==> src/rtl/sata_link_pkg.sv <==
// Shared SATA link-layer definitions: primitive encodings, transmit
// sequencer states, and the CRC32 constants/step helper.
package sata_link_pkg;

    // Link primitives as 32-bit words, K28.3/K28.5 in the low byte
    localparam logic [31:0] PRIM_SYNC  = 32'hB5B5957C;
    localparam logic [31:0] PRIM_X_RDY = 32'h5757B57C;
    localparam logic [31:0] PRIM_SOF   = 32'h3737B57C;
    localparam logic [31:0] PRIM_EOF   = 32'hD5D5B57C;
    localparam logic [31:0] PRIM_WTRM  = 32'h5858B57C;
    localparam logic [31:0] PRIM_HOLD  = 32'hD5D5AA7C;
    localparam logic [31:0] PRIM_HOLDA = 32'h9595AA7C;

    // Control-character flags that accompany a word
    localparam logic [3:0] CHARISK_PRIM = 4'b0001;
    localparam logic [3:0] CHARISK_DATA = 4'b0000;

    // CRC32 generator polynomial and the seed loaded at start of frame
    localparam logic [31:0] CRC_POLY      = 32'h04C11DB7;
    localparam logic [31:0] LINK_CRC_INIT = 32'h52325032;

    // Transmit sequencer states
    typedef enum logic [2:0] {
        ST_IDLE = 3'd0,
        ST_XRDY = 3'd1,
        ST_SOF  = 3'd2,
        ST_DATA = 3'd3,
        ST_CRC  = 3'd4,
        ST_EOF  = 3'd5,
        ST_WTRM = 3'd6
    } link_state_e;

    // Advance a CRC32 by one full dword, data bit 31 first, no inversion
    function automatic logic [31:0] crc32_step_fn(
        input logic [31:0] crc_in,
        input logic [31:0] data
    );
        logic [31:0] c;
        logic        fb;
        c = crc_in;
        for (int i = 31; i >= 0; i--) begin
            fb = c[31] ^ data[i];
            c  = {c[30:0], 1'b0} ^ (CRC_POLY & {32{fb}});
        end
        return c;
    endfunction

endpackage

==> src/rtl/sata_crc32_step.sv <==
// One-dword combinational CRC32 update; shared by the TX and RX link paths.
module sata_crc32_step
    import sata_link_pkg::*;
(
    input  logic [31:0] crc_in,
    input  logic [31:0] data,
    output logic [31:0] crc_out
);

    // Pure combinational fold of one dword into the running CRC
    always_comb begin
        crc_out = crc32_step_fn(crc_in, data);
    end

endmodule

==> src/rtl/sata_tx_frame_ctrl.sv <==
// SATA link-layer transmit sequencer: X_RDY, SOF, scrambled payload,
// scrambled CRC, EOF, WTRM. Owns the scrambler control strobes and the
// CRC over unscrambled payload, and handles HOLD/HOLDA flow control.
module sata_tx_frame_ctrl
    import sata_link_pkg::*;
#(
    parameter logic [31:0] CRC_INIT   = LINK_CRC_INIT,
    parameter int unsigned MAX_DWORDS = 2048
) (
    input  logic        clk,
    input  logic        rst,
    input  logic        frame_req,
    input  logic [31:0] up_data,
    input  logic        up_valid,
    input  logic        up_last,
    output logic        up_ready,
    input  logic        rx_r_rdy,
    input  logic        rx_hold,
    input  logic        rx_r_ok,
    input  logic        rx_r_err,
    output logic        scram_rst,
    output logic        scram_en,
    output logic [31:0] scram_din,
    input  logic [31:0] scram_dc,
    output logic [31:0] tx_data,
    output logic [3:0]  tx_charisk,
    output logic        busy,
    output logic        frame_done,
    output logic        frame_ok
);

    // Count holds values 0..MAX_DWORDS, so one extra bit over the index width
    localparam int unsigned          CNT_W     = $clog2(MAX_DWORDS) + 1;
    localparam logic [CNT_W-1:0]     CNT_LIMIT = CNT_W'(MAX_DWORDS - 1);
    localparam logic [CNT_W-1:0]     CNT_ONE   = CNT_W'(1);

    link_state_e       state_q,      state_d;
    logic [31:0]       tx_data_q,    tx_data_d;
    logic [3:0]        tx_charisk_q, tx_charisk_d;
    logic              frame_done_q, frame_done_d;
    logic              frame_ok_q,   frame_ok_d;
    logic [31:0]       crc_q,        crc_d;
    logic [CNT_W-1:0]  count_q,      count_d;
    logic              len_err_q,    len_err_d;
    logic [31:0]       crc_next_s;

    // CRC is always folded over the unscrambled upstream word
    sata_crc32_step u_crc_step (
        .crc_in  (crc_q),
        .data    (up_data),
        .crc_out (crc_next_s)
    );

    // Next-state, next-output and scrambler/handshake strobes
    always_comb begin
        state_d      = state_q;
        tx_data_d    = PRIM_SYNC;
        tx_charisk_d = CHARISK_PRIM;
        frame_done_d = 1'b0;
        frame_ok_d   = 1'b0;
        crc_d        = crc_q;
        count_d      = count_q;
        len_err_d    = len_err_q;
        up_ready     = 1'b0;
        scram_en     = 1'b0;
        scram_rst    = 1'b0;
        scram_din    = 32'h0000_0000;

        case (state_q)
            ST_IDLE: begin
                tx_data_d = PRIM_SYNC;
                if (frame_req) begin
                    state_d = ST_XRDY;
                end else begin
                    state_d = ST_IDLE;
                end
            end

            ST_XRDY: begin
                tx_data_d = PRIM_X_RDY;
                if (rx_r_rdy) begin
                    state_d = ST_SOF;
                end else begin
                    state_d = ST_XRDY;
                end
            end

            ST_SOF: begin
                // Reseed scrambler and CRC so every frame starts identically
                tx_data_d = PRIM_SOF;
                scram_rst = 1'b1;
                crc_d     = CRC_INIT;
                count_d   = {CNT_W{1'b0}};
                len_err_d = 1'b0;
                state_d   = ST_DATA;
            end

            ST_DATA: begin
                if (rx_hold) begin
                    // Peer asked us to pause: acknowledge, consume nothing
                    tx_data_d = PRIM_HOLDA;
                end else if (!up_valid) begin
                    // Upstream underrun: fill with HOLD, keystream frozen
                    tx_data_d = PRIM_HOLD;
                end else begin
                    up_ready     = 1'b1;
                    scram_din    = up_data;
                    scram_en     = 1'b1;
                    tx_data_d    = scram_dc;
                    tx_charisk_d = CHARISK_DATA;
                    crc_d        = crc_next_s;
                    count_d      = count_q + CNT_ONE;
                    if (up_last) begin
                        state_d = ST_CRC;
                    end else if (count_q == CNT_LIMIT) begin
                        // Frame cut short by the length limit
                        len_err_d = 1'b1;
                        state_d   = ST_CRC;
                    end else begin
                        state_d = ST_DATA;
                    end
                end
            end

            ST_CRC: begin
                // CRC word is scrambled with the next keystream dword
                scram_din    = crc_q;
                scram_en     = 1'b1;
                tx_data_d    = scram_dc;
                tx_charisk_d = CHARISK_DATA;
                state_d      = ST_EOF;
            end

            ST_EOF: begin
                tx_data_d = PRIM_EOF;
                state_d   = ST_WTRM;
            end

            ST_WTRM: begin
                tx_data_d = PRIM_WTRM;
                if (rx_r_ok || rx_r_err) begin
                    // R_ERR dominates when both arrive together
                    frame_done_d = 1'b1;
                    frame_ok_d   = rx_r_ok & ~rx_r_err & ~len_err_q;
                    state_d      = ST_IDLE;
                end else begin
                    state_d = ST_WTRM;
                end
            end

            default: begin
                tx_data_d = PRIM_SYNC;
                state_d   = ST_IDLE;
            end
        endcase
    end

    // State, registered PHY word and frame bookkeeping
    always_ff @(posedge clk or posedge rst) begin
        if (rst) begin
            state_q      <= ST_IDLE;
            tx_data_q    <= PRIM_SYNC;
            tx_charisk_q <= CHARISK_PRIM;
            frame_done_q <= 1'b0;
            frame_ok_q   <= 1'b0;
            crc_q        <= CRC_INIT;
            count_q      <= {CNT_W{1'b0}};
            len_err_q    <= 1'b0;
        end else begin
            state_q      <= state_d;
            tx_data_q    <= tx_data_d;
            tx_charisk_q <= tx_charisk_d;
            frame_done_q <= frame_done_d;
            frame_ok_q   <= frame_ok_d;
            crc_q        <= crc_d;
            count_q      <= count_d;
            len_err_q    <= len_err_d;
        end
    end

    assign tx_data    = tx_data_q;
    assign tx_charisk = tx_charisk_q;
    assign frame_done = frame_done_q;
    assign frame_ok   = frame_ok_q;
    assign busy       = (state_q != ST_IDLE);

endmodule
==> config.mk <==
export PLATFORM = sky130hd
export DESIGN_NAME = sata_tx_frame_ctrl
export DESIGN_NICKNAME = d
export VERILOG_FILES = /design/src/rtl/sata_link_pkg.sv /design/src/rtl/sata_crc32_step.sv /design/src/rtl/sata_tx_frame_ctrl.sv
export SDC_FILE = /design/constraint.sdc
export NUM_CORES = 1
export LEC_CHECK = 0
export BUFFER_PORTS_ARGS = -buffer_cell sky130_fd_sc_hd__buf_2
export CAP_MARGIN = 20
export CORE_ASPECT_RATIO = 2
export CORE_MARGIN = 5
export CORE_UTILIZATION = 51
export DETAILED_ROUTE_END_ITERATION = 10
export GPL_ROUTABILITY_DRIVEN = 1
export PLACE_DENSITY = 0.77
export SYNTH_ARGS = -nofsm -noshare
export SYNTH_HDL_FRONTEND = slang
export SYNTH_SLANG_ARGS = --single-unit
export TNS_END_PERCENT = 10
==> constraint.sdc <==
create_clock -name clk -period 3.8 [get_ports clk]
set_input_delay 0.38 -clock clk [delete_from_list [all_inputs] [get_ports clk]]
set_output_delay 0.38 -clock clk [all_outputs]
set_load 0.02 [all_outputs]
; Yosys cells after proc, flatten, opt, wreduce, memory -nomap -nowiden
; Index checks and enable logic that the tools add are counted.
[totals]
regBits = 86
elab_cells = 132
[classes]
bitwise = 68
n_reduce_logical = 7
n_eq_ne = 11
addsub = 1
muxes = 37
[ops]
columns = op, n
row1 = XOR 32 x 27 -> 32 bit, 32
row2 = 2-to-1 mux 32 bit, 6
row3 = case mux 32 bit (6 select lines), 1
row4 = case mux 32 bit (2 select lines), 2
row5 = XOR 1 bit, 32
row6 = 2-to-1 mux 12 bit, 2
row7 = case mux 12 bit (2 select lines), 1
row8 = case mux 3 bit (7 select lines), 1
row9 = 2-to-1 mux 1 bit, 15
row10 = 2-to-1 mux 3 bit, 5
row11 = adder 12 x 1 -> 12 bit (second input constant), 1
row12 = == test 12 x 11 -> 1 bit (second input constant), 1
row13 = == test 3 bit (second input constant), 3
row14 = inequality test 2 bit (second input constant), 4
row15 = == test 3 x 2 -> 1 bit (second input constant), 2
row16 = case mux 1 bit (2 select lines), 3
row17 = AND reduction 5 bit, 1
row18 = == test 3 x 1 -> 1 bit (second input constant), 1
row19 = zero test 3 bit, 1
row20 = AND reduction 3 bit, 1
row21 = nonzero test 3 bit, 1
row22 = bitwise AND 1 bit, 2
row23 = 2-to-1 mux 2 bit, 1
row24 = inverter 1 bit, 2
row25 = 3 further kinds, 3

; Depth between registers and ports, before layout
; Gate-level depths: netlist of run 1.
[logic_depth]
word_depth = 67
ltp_mapped = 10
depth_no_buf = 9

; By module
; From an unflattened synthesis of run 1, not the netlist that was laid out.
[hier_totals]
hier_cells = 647
area_unflattened_um2 = 7206.9
[modules_own_cells]
columns = module, seq_area_each_um2, area_per_inst_um2, instances, cells_each
row1 = sata_tx_frame_ctrl, 2115.8, 3833.7, 1, 396
row2 = sata_crc32_step, 0.0, 3373.2, 1, 251

; Worst setup path after synthesis of run 1
; OpenSTA, ideal clock, no wires.
[synth_path]
kind = reg2reg
startpoint = reg crc_q[21]
endpoint = reg crc_q[8]
path_buffers = 0
stages_incl_launch_ff = 10
slack_ps = -71
arrival_time_ps = 3794
path_cell_list = dfstp_2 xor2_1 xnor3_1 xnor3_1 xnor3_1 xor3_1 xor3_2 xnor2_4 xnor3_1 o21ai_1
[synth_via]
elab_chain_cells = 39
word_cells_on_any_way = 44
cone_classes = 3 x mux / 41 x bitwise
[synth_rtl]
columns = element, line
row1 = from (decl), sata_tx_frame_ctrl.sv:42  ; logic [31:0] crc_q, crc_d;
row2 = from (signal assigned), sata_tx_frame_ctrl.sv:175  ; crc_q <= crc_d;
row3 = XOR 32 x 27 -> 32 bit * (10 in series), sata_link_pkg.sv:43  ; c = {c[30:0], 1'b0} ^ (CRC_POLY & {32{fb}});
row4 = XOR 1 bit *, sata_link_pkg.sv:42  ; fb = c[31] ^ data[i];
row5 = XOR 32 x 27 -> 32 bit * (6 in series), sata_link_pkg.sv:43
row6 = XOR 1 bit or XOR 32 x 27 -> 32 bit (tied branches), "sata_link_pkg.sv:42, sata_link_pkg.sv:43"
row7 = XOR 32 x 27 -> 32 bit * (6 in series), sata_link_pkg.sv:43
row8 = XOR 1 bit or XOR 32 x 27 -> 32 bit (tied branches), "sata_link_pkg.sv:42, sata_link_pkg.sv:43"
row9 = XOR 32 x 27 -> 32 bit * (6 in series), sata_link_pkg.sv:43
row10 = XOR 1 bit or XOR 32 x 27 -> 32 bit (tied branches), "sata_link_pkg.sv:42, sata_link_pkg.sv:43"
row11 = XOR 32 x 27 -> 32 bit * (4 in series), sata_link_pkg.sv:43
row12 = 2-to-1 mux 32 bit *, sata_tx_frame_ctrl.sv:102  ; end else if (!up_valid) begin
row13 = 2-to-1 mux 32 bit *, sata_tx_frame_ctrl.sv:99  ; if (rx_hold) begin
row14 = case mux 32 bit (2 select lines) *, sata_tx_frame_ctrl.sv:69  ; case (state_q)
; Every way passes the cells marked *; elsewhere a longest branch is shown, timed or not. The select of a mux whose other input is x is not followed.
; A chain may end at the register's enable or synchronous reset.

; Worst setup path after layout of run 1
[layout_path]
startpoint = reg crc_q[28]
endpoint = reg crc_q[12]
[layout_via]
elab_chain_cells = 40
word_cells_on_any_way = 51
cone_classes = 3 x mux / 48 x bitwise
[layout_rtl]
columns = element, line
row1 = XOR 32 x 27 -> 32 bit * (3 in series), sata_link_pkg.sv:43
row2 = XOR 1 bit *, sata_link_pkg.sv:42
row3 = XOR 32 x 27 -> 32 bit * (6 in series), sata_link_pkg.sv:43
row4 = XOR 1 bit or XOR 32 x 27 -> 32 bit (tied branches), "sata_link_pkg.sv:42, sata_link_pkg.sv:43"
row5 = XOR 32 x 27 -> 32 bit * (6 in series), sata_link_pkg.sv:43
row6 = XOR 1 bit or XOR 32 x 27 -> 32 bit (tied branches), "sata_link_pkg.sv:42, sata_link_pkg.sv:43"
row7 = XOR 32 x 27 -> 32 bit * (6 in series), sata_link_pkg.sv:43
row8 = XOR 1 bit or XOR 32 x 27 -> 32 bit (tied branches), "sata_link_pkg.sv:42, sata_link_pkg.sv:43"
row9 = XOR 32 x 27 -> 32 bit * (6 in series), sata_link_pkg.sv:43
row10 = XOR 1 bit or XOR 32 x 27 -> 32 bit (tied branches), "sata_link_pkg.sv:42, sata_link_pkg.sv:43"
row11 = XOR 32 x 27 -> 32 bit * (5 in series), sata_link_pkg.sv:43
row12 = 2-to-1 mux 32 bit *, sata_tx_frame_ctrl.sv:102
row13 = 2-to-1 mux 32 bit *, sata_tx_frame_ctrl.sv:99
row14 = case mux 32 bit (2 select lines) *, sata_tx_frame_ctrl.sv:69
; Marks and branches as above.

==> reports/results.txt, run 1 <==
Worst R2R Setup Slack -> 60 ps
Achievable Freq -> 0.268 GHz
filler cell count -> 1,112
RR Startpoint -> crc_q[28]
initial antenna violation count -> 0
vias after detailed routing -> 5,636
Root Driver -> clkbuf_16
drt first pass iters -> 4
WP data required -> 4060 ps
max-slew violation count -> 0
Final Hold Vio Count -> 10
Distinct cells, synth -> 40
grt ovf -> 0
Clk Latency, worst-skew pair -> 340 ps
die area -> 16,400 um^2
Die Width -> 93.0 um
DRC viols -> 0
site row count -> 60
final worst slack -> 64.9 ps
# clock sinks -> 83
startpoint types -> flop
FF+latch area -> 2120 um^2
port buffer count -> 143
most common cell in the netlist -> xnor2_1
pin count of the biggest net entering global routing -> 63
Crit path top cell by count -> xnor3_1
clk_skew -> 12.0 ps
DRT iter0 DRCs -> 277
compound-cell area share of the yosys netlist -> 0.108
CORE AREA -> 13,500 um^2
GPL Wtd Cong -> 1.00
CP cell instances -> xnor2_2, xnor3_1, xnor2_2, xnor3_1, xnor3_2, xnor3_1, xnor2_2, xnor3_1, a21oi_1
YS warnings -> 0
Worst Tran Pin Value -> 876 ps
H-tree levels -> 3
vias in the first global route -> 6,195
# setup viols final -> 0
hold_ws -> -12.1 ps
sequential fraction of the synthesis area -> 0.301
I/O pins -> 147
multi-input combinational cell area -> 4840 um^2
largest area contributor in the synthesized netlist -> dfrtp_1
worst slack at placement -> -114 ps
DR WL/cell -> 22.7 um
Worst slew margin -> 0.413
Yosys top cell area share -> 0.185
Setup crit end kind -> flop
Synth Register Bits -> 83
Min-Delay Path Class -> in -> async
first-pass GRT wire length -> 34.4 mm
CTS Buffer Depth -> 2
largest family of logic cells by synthesized area -> XOR/XNOR gates
top cells by area, synth -> dfrtp_1 (19%), xnor2_1 (18%), xnor3_1 (14%)
final net count -> 934
Die Y -> 176 um
Reg clk slew, reported paths -> 80 ps
CP peak stage delay -> 590 ps
Worst Path Buf+Inv -> 0
final wirelength -> 23.1 mm
failing checks -> negative hold slack
run status -> complete, but fails checks
Final Cycle Share -> 0.983
CP Class -> reg -> reg
Syn Area/Cell -> 11.1 um^2
Initial Util -> 0.520
family with the most delay on the worst path -> XOR/XNOR gates
Post-Syn Instances -> 635
GR Util All Layers -> 0.285
adder-cell share of the synthesized area -> 0.00178
CP max FO -> 4
RSZ-0062 raised after global routing -> true
Post-synth EDFFs -> 0
DR vias/cell -> 5.53
share of cells above drive strength 1 -> 0.380
Mapped Area -> 7020 um^2
Max-Cap Viols -> 0
Reg2Reg Depth -> 9
CTS tree -> built
FF-to-FF End -> crc_q[12]
DP Wirelength -> 18.7 mm
ANT nets after route -> 0
Post-CTS Hold Fix Bufs -> 0
multiplexer share of the synthesized area -> 0
XOR/XNOR Fraction of Synth Area -> 0.487
post-layout min period -> 3740 ps
CTS Buf Count -> 9
Critical Path AT -> 4000 ps
synthesis-to-layout area growth -> 27.7%
Ant. Diodes -> 0
Synth Area in Simple Gates -> 0.0788
commonest cells in the netlist -> xnor2_1 (146), dfrtp_1 (52), xor2_1 (51), xnor3_1 (44), o21ai_0 (38)
ys async rst share -> 1.00
Worst path slowest cell -> dfstp_2
Synth Flop Type -> dfrtp_1
==> kinds of logic (layout without fill, tap and decap cells) <==
kind of cell / count (synthesis) / in the layout
and+or+nand+nor: 117 / 117
AOI/OAI and AO/OA: 121 / 121
other: 1 / 3
buffers and inverters: 39 / 267
adders and majority gates: 1 / 1
xor gates and xnor gates: 273 / 273
DFF: 83 / 83
==> layout make-up <==
type | instances | share of cell area
flip-flops and latches | 83 | 0.236
clock inverters | 7 | 0.00851
clock buffers | 9 | 0.0251
multi-input cells | 515 | 0.539
inverters | 9 | 0.00391
repair buffers | 242 | 0.166
well taps | 155 | 0.0216
==> per-stage QoR <==
stage               cell area [um^2]  std cells  hold slack (ps)  setup TNS, ps  utilization
global placement                8570       1001              436          -34.2        0.634
detailed placement              8570       1001              453           -361        0.634
finish                          8970       1020            -12.1              0        0.664
floorplan                       7040        637              411              0            -
CTS                             8890       1019              219              0        0.658
global route                    8970       1020             9.30          -98.5        0.664
==> cells in the final DEF, fill, tap and decap left out, drive strengths merged, types with 5 or more instances in the layout <==
cell	count
and2	5
nand3	28
nor2	35
nand2	20
inv	11
buf	242
a21oi	24
xnor2	161
a22o	33
xnor3	50
clkinv	5
xor2	58
nand2b	12
dfstp	31
dfrtp	52
o21ai	49
nor3	8
clkbuf	9
==> registers in the layout (all words and copies together) (netlist names) <==
signal / count
len_err_q: 1
count_q: 12
tx_charisk: 1
frame_ok: 1
frame_done: 1
state_q: 3
tx_data: 32
crc_q: 32
==> how the worst max path moves through the flow <==
| stage | start | to | slack [ps] | depth (start not counted) |
|---|---|---|---|---|
| after floorplan | crc_q[21] | crc_q[8] | 20 | 9 |
| after global routing | crc_q[27] | crc_q[4] | -50 | 10 |
| after global placement | up_data[28] | crc_q[12] | -20 | 10 |
| after CTS | crc_q[28] | crc_q[23] | 10 | 12 |
| after detailed placement | up_data[28] | crc_q[2] | -110 | 11 |
| final | crc_q[28] | crc_q[12] | 60 | 9 |
==> timing repair <==
| item | 4_1_cts | 5_1_grt |
|---|---|---|
| buffers inserted | 2 | 0 |
| endpoints found under the setup margin | 3 | 13 |
| pin swaps | 1 | 6 |
| resized for setup | 1 | 7 |
| gates cloned | 0 | 0 |
==> layer usage <==
layer  global-route usage  up-vias  routed length (um)
li1                     -     2595                   -
met1                0.255     2717                7180
met2                0.554      240               12900
met3               0.0317       84                 966
met4                0.216        0                2040
met5                    0        -                   0
Power of run 1 is left out: the tool's default activity adds up to more than one toggle a clock period on the data nets, which glitch-free logic cannot reach.
==> inputs of run 2 (changes only) <==
==> constraint.sdc (replaced) <==
create_clock -name clk -period 3 [get_ports clk]
set_input_delay 0.3 -clock clk [delete_from_list [all_inputs] [get_ports clk]]
set_output_delay 0.3 -clock clk [all_outputs]
set_load 0.02 [all_outputs]
==> run 2 against run 1 <==
Net effect:
- the run ends with negative setup slack left
- first-iteration DRC count is 33% higher
- critical path depth is 2 higher
- global-route usage is 2.4 points higher
- worst setup slack worse by 790 ps
- hold slack better by 160 ps
- via count is 15% higher
==> reports/results.txt, run 2 (synthesis gave the netlist of run 1 again) <==
initial antenna violation count -> 0 (unchanged)
Ant. Diodes -> 0 (unchanged)
final wirelength -> 26.9 mm (+16%)
H-tree levels -> 3 (unchanged)
Worst path slowest cell -> dfstp_2
CTS Buf Count -> 9 (unchanged)
port buffer count -> 143 (unchanged)
Worst slew margin -> 0.587 (+0.174)
grt ovf -> 0 (unchanged)
DRT iter0 DRCs -> 368 (+33%)
Die Y -> 176 um (unchanged)
post-layout util -> 0.792 (+0.129)
synthesis-to-layout area growth -> 52.5%
vias in the first global route -> 6,916 (+12%)
Final Cycle Share -> 1.24 (+0.258)
# setup viols final -> 31 (+31)
Crit path top cell by count -> xnor3_1
DP Wirelength -> 19.5 mm (+4.1%)
startpoint types -> flop
# clock sinks -> 83 (unchanged)
final worst slack -> -724 ps (-789 ps)
run status -> complete, but fails checks
Final Hold Vio Count -> 0 (-10)
Achievable Freq -> 0.269 GHz (+0.31%)
Worst R2R Setup Slack -> -720 ps (-790 ps)
pin count of the biggest net entering global routing -> 55 (-13%)
commonest non-fill, non-tap cells in the layout -> buf_4 (220), buf_2 (143), xnor2_1 (99), dfrtp_1 (47), xnor2_2 (41)
Min-Delay Path Class -> in -> reg
DP Cell Count -> 1,109 (+11%)
Die Width -> 93.0 um (unchanged)
DR vias/cell -> 5.62 (+1.8%)
hold wc startpoint -> scram_dc[3]
I/O pins -> 147 (unchanged)
Reg clk slew, reported paths -> 80 ps (about the same)
post-layout min period -> 3720 ps (-11.5 ps)
RSZ-0062 raised after global routing -> true
site row count -> 60 (unchanged)
GR Util All Layers -> 0.309 (+0.0239)
ANT nets after route -> 0 (unchanged)
Worst Hold End -> tx_data[3]
CP max FO -> 4 (unchanged)
CTS Buffer Depth -> 2 (unchanged)
Root Driver -> clkbuf_16
vias after detailed routing -> 6,506 (+15%)
die area -> 16,400 um^2 (unchanged)
Worst Path Buf+Inv -> 2 (+2)
CORE AREA -> 13,500 um^2 (unchanged)
Clk Latency, worst-skew pair -> 340 ps (about the same)
final net count -> 1,071 (+15%)
Max-Cap Viols -> 0 (unchanged)
CP cell instances -> buf_4, xor2_2, xnor3_1, xnor3_1, xnor3_2, xor3_2, xor3_2, buf_12, xnor2_4, xnor3_1, o21ai_1
Worst Hold Depth -> 2
CTS tree -> built
Critical Path AT -> 3990 ps (about the same)
failing checks -> negative setup slack
FF-to-FF End -> crc_q[8]
commonest non-fill, non-tap cell in the layout -> buf_4
RR Startpoint -> crc_q[30]
clk_skew -> 10.5 ps (-1.47 ps)
fin cells -> 1,157 (+13%)
DR WL/cell -> 23.2 um (+2.6%)
Initial Util -> 0.520 (unchanged)
Worst Tran Pin Value -> 619 ps (-256 ps)
WP data required -> 3270 ps (-790 ps)
family with the most delay on the worst path -> XOR/XNOR gates
Reg2Reg Depth -> 11 (+2)
max-slew violation count -> 0 (unchanged)
worst slack at placement -> -808 ps (-694 ps)
Setup crit end kind -> flop
drt first pass iters -> 7 (+3)
CP peak stage delay -> 560 ps (-30 ps)
first-pass GRT wire length -> 37.7 mm (+9.8%)
CP Class -> reg -> reg
hold_ws -> 146 ps (+158 ps)
share of cells above drive strength 1 -> 0.547 (+0.167)
GPL Wtd Cong -> 0.976 (-2.5%)
DRC viols -> 0 (unchanged)
## run 2: changes by cell type in the layout (fill, tap and decap cells not counted), sizes merged
cell | before | now
inv | 11 | 13
buf | 242 | 378
dlygate4sd3 | 0 | 1
bufinv | 0 | 1
clkinv | 5 | 2
## run 2: cell type report
class | instances | area (um^2)
Timing Repair Buffer | 379 | 2570
Clock buffer | 9 | 225
Sequential cell | 83 | 2120
Tap cell | 155 | 194
Multi-Input combinational cell | 515 | 5470
Clock inverter | 7 | 87.6
Fill cell | 780 | 2810
Inverter | 9 | 35.0
## run 2: worst max-delay path by stage
stage / startpoint / to / slack (ps) / cells after the start
finish: crc_q[30] / crc_q[8] / -720 / 11
floorplan: crc_q[27] / crc_q[8] / -600 / 9
detailed placement: crc_q[28] / crc_q[13] / -810 / 11
CTS: crc_q[31] / crc_q[16] / -590 / 12
global placement: crc_q[28] / crc_q[13] / -800 / 11
global route: crc_q[23] / crc_q[8] / -760 / 14
## run 2: through the flow
stage	TNS [ps]	area, um^2
5_1_grt	-17520	10700
2_1_floorplan	-11050	7150
3_5_place_dp	-18100	9500
6_report	-15620	10700
3_3_place_gp	-17010	9500
4_1_cts	-13850	10200
## run 2: timing repair
action                     CTS  global route
cloned                       0             0
pin swaps                   22            43
hold endpoints to repair    10             0
resized for setup           46            57
setup endpoints to repair   31            33
hold buffers                 1             0
setup buffers                9            23
## run 2: per-layer routing
metal | wire [um] | track usage | part of all wire | up-vias
met4 | 2400 | 0.242 | 0.089 | 0
met1 | 8360 | 0.286 | 0.31 | 3196
met2 | 14900 | 0.577 | 0.55 | 333
met5 | 0 | 0 | 0 | -
li1 | - | - | - | 2853
met3 | 1230 | 0.0484 | 0.046 | 124
Power of run 2 is left out for the same reason.
==> inputs of run 3 (changes only) <==
--- a/config.mk
+++ b/config.mk
@@ -13,6 +13,7 @@
 export DETAILED_ROUTE_END_ITERATION = 10
 export GPL_ROUTABILITY_DRIVEN = 1
 export PLACE_DENSITY = 0.77
+export REMOVE_ABC_BUFFERS = 1
 export SYNTH_ARGS = -nofsm -noshare
 export SYNTH_HDL_FRONTEND = slang
 export SYNTH_SLANG_ARGS = --single-unit
==> run 3 against run 2 <==
Net effect:
- the flow still finishes with violations (negative setup slack)
- clock-buffer cell count unchanged
- routed wire length down 2.1%
- clock skew up 3.4 ps
- cell area up 0.97%
- die area unchanged
- critical path depth up 3
- register-to-register slack better by 70 ps
==> reports/results.txt, run 3 (synthesis gave the netlist of run 1 again) <==
Initial Util -> 0.520 (unchanged)
post-layout min period -> 3660 ps (-67.6 ps)
site row count -> 60 (unchanged)
Critical Path AT -> 3930 ps (-60 ps)
CTS Buffer Depth -> 2 (unchanged)
DR vias/cell -> 5.54 (-1.5%)
Min-Delay Path Class -> in -> async
first-pass GRT wire length -> 39.4 mm (+4.5%)
Die Width -> 93.0 um (unchanged)
drt first pass iters -> 4 (-3)
share of cells above drive strength 1 -> 0.536 (-0.0107)
CTS Buf Count -> 9 (unchanged)
startpoint types -> flop
Post-DP Area -> 9300 um^2 (-2.1%)
DRT iter0 DRCs -> 378 (+2.7%)
Final Hold Vio Count -> 0 (unchanged)
Worst slew margin -> 0.413 (-0.174)
Setup crit end kind -> flop
commonest non-fill, non-tap cells in the layout -> buf_4 (209), buf_2 (143), xnor2_1 (106), dfrtp_1 (50), xor2_1 (37)
max-slew violation count -> 0 (unchanged)
CP peak stage delay -> 480 ps (-80 ps)
WP data required -> 3270 ps (about the same)
Root Driver -> clkbuf_16
initial antenna violation count -> 0 (unchanged)
final instance area -> 10,800 um^2 (+0.97%)
final worst slack -> -656 ps (+67.6 ps)
Achievable Freq -> 0.274 GHz (+1.8%)
GPL Wtd Cong -> 0.940 (-3.7%)
CTS tree -> built
grt ovf -> 0 (unchanged)
clk_skew -> 13.9 ps (+3.40 ps)
Reg clk slew, reported paths -> 80 ps (about the same)
DRC viols -> 0 (unchanged)
die area -> 16,400 um^2 (unchanged)
commonest non-fill, non-tap cell in the layout -> buf_4
I/O pins -> 147 (unchanged)
Post-CTS Hold Fix Bufs -> 0 (-1)
RSZ-0062 raised after global routing -> true
post-layout util -> 0.800 (+0.00769)
DP Wirelength -> 19.3 mm (-0.82%)
DR WL/cell -> 22.6 um (-2.7%)
Max-Cap Viols -> 0 (unchanged)
CORE AREA -> 13,500 um^2 (unchanged)
final net count -> 1,078 (+0.65%)
failing checks -> negative setup slack
H-tree levels -> 3 (unchanged)
CP Class -> reg -> reg
Ant. Diodes -> 0 (unchanged)
ANT nets after route -> 0 (unchanged)
# setup viols final -> 31 (unchanged)
run status -> complete, but fails checks
Die Y -> 176 um (unchanged)
CP cell instances -> xnor2_4, buf_12, buf_6, buf_6, xnor3_2, buf_6, xnor2_4, xnor3_2, xor2_1, buf_4, xnor3_2, xnor2_4, xnor3_1, a21oi_2
Worst Tran Pin Value -> 880 ps (+261 ps)
filler cell count -> 822 (+5.4%)
synthesis-to-layout area growth -> 54.0%
final wirelength -> 26.3 mm (-2.1%)
CP max FO -> 3 (-1)
pin count of the biggest net entering global routing -> 55 (unchanged)
Worst path slowest cell -> xnor3_2
Clk Latency, worst-skew pair -> 350 ps (about the same)
port buffer count -> 143 (unchanged)
vias after detailed routing -> 6,446 (-0.92%)
# clock sinks -> 83 (unchanged)
vias in the first global route -> 7,192 (+4.0%)
Final Cycle Share -> 1.22 (-0.0225)
GR Util All Layers -> 0.325 (+0.0163)
[run 3: cell types whose count changed in the layout (fill, tap and decap cells not counted), sizes merged]
cell | before | now
buf | 378 | 386
clkinv | 2 | 4
dlygate4sd3 | 1 | 0
inv | 13 | 11
[run 3: metal layers]
layer	GRT usage	share of wire	up-vias
met4	0.242	0.092	0
met3	0.0527	0.051	120
li1	-	-	2879
met1	0.305	0.30	3149
met5	0	0	-
met2	0.609	0.55	298
[run 3: area by class of cell]
class	count	area (um^2)	area share
clock inverters	7	81.3	0.00752
inverters	9	35.0	0.00324
repair buffers	386	2740	0.254
clock buffers	9	225	0.0208
multi-input cells	515	5420	0.501
well taps	155	194	0.0179
flip-flops and latches	83	2120	0.196
[run 3: worst max-delay path, delay by kind of cell, from the launching register on]
family | cells | cell delay [ps]
AOI/OAI and AO/OA | 1 | 160
buffers and inverters | 5 | 630
xor gates and xnor gates | 8 | 2320
DFF | 1 | 450
[run 3: path summary, 6_finish.rpt]
check,from,endpoint,slack [ps],depth (start not counted)
max reg2reg,crc_q[27],crc_q[12],-660,14
max in group asynchronous,rst,crc_q[20],2040,3
min,rst,crc_q[23],80,2
min in group clk,scram_dc[20],tx_data[20],150,2
min reg2reg,len_err_q,frame_ok,460,1
max,crc_q[27],crc_q[12],-660,14
[run 3: what timing repair did]
action                                  CTS  global route
endpoints found under the setup margin   31            45
buffers inserted                         44             9
pin swaps                                62            15
gates resized for setup                  97            33
[run 3: metrics by stage]
step	setup TNS, ps	hold slack [ps]	instances	setup slack [ps]
2_1_floorplan	-58730	371	607	-1010
3_3_place_gp	-17530	451	1098	-1050
3_5_place_dp	-18940	449	1098	-1050
4_1_cts	-13470	97.7	1156	-569
5_1_grt	-18660	133	1164	-773
6_report	-15310	81.6	1164	-656
Power of run 3 is left out for the same reason.
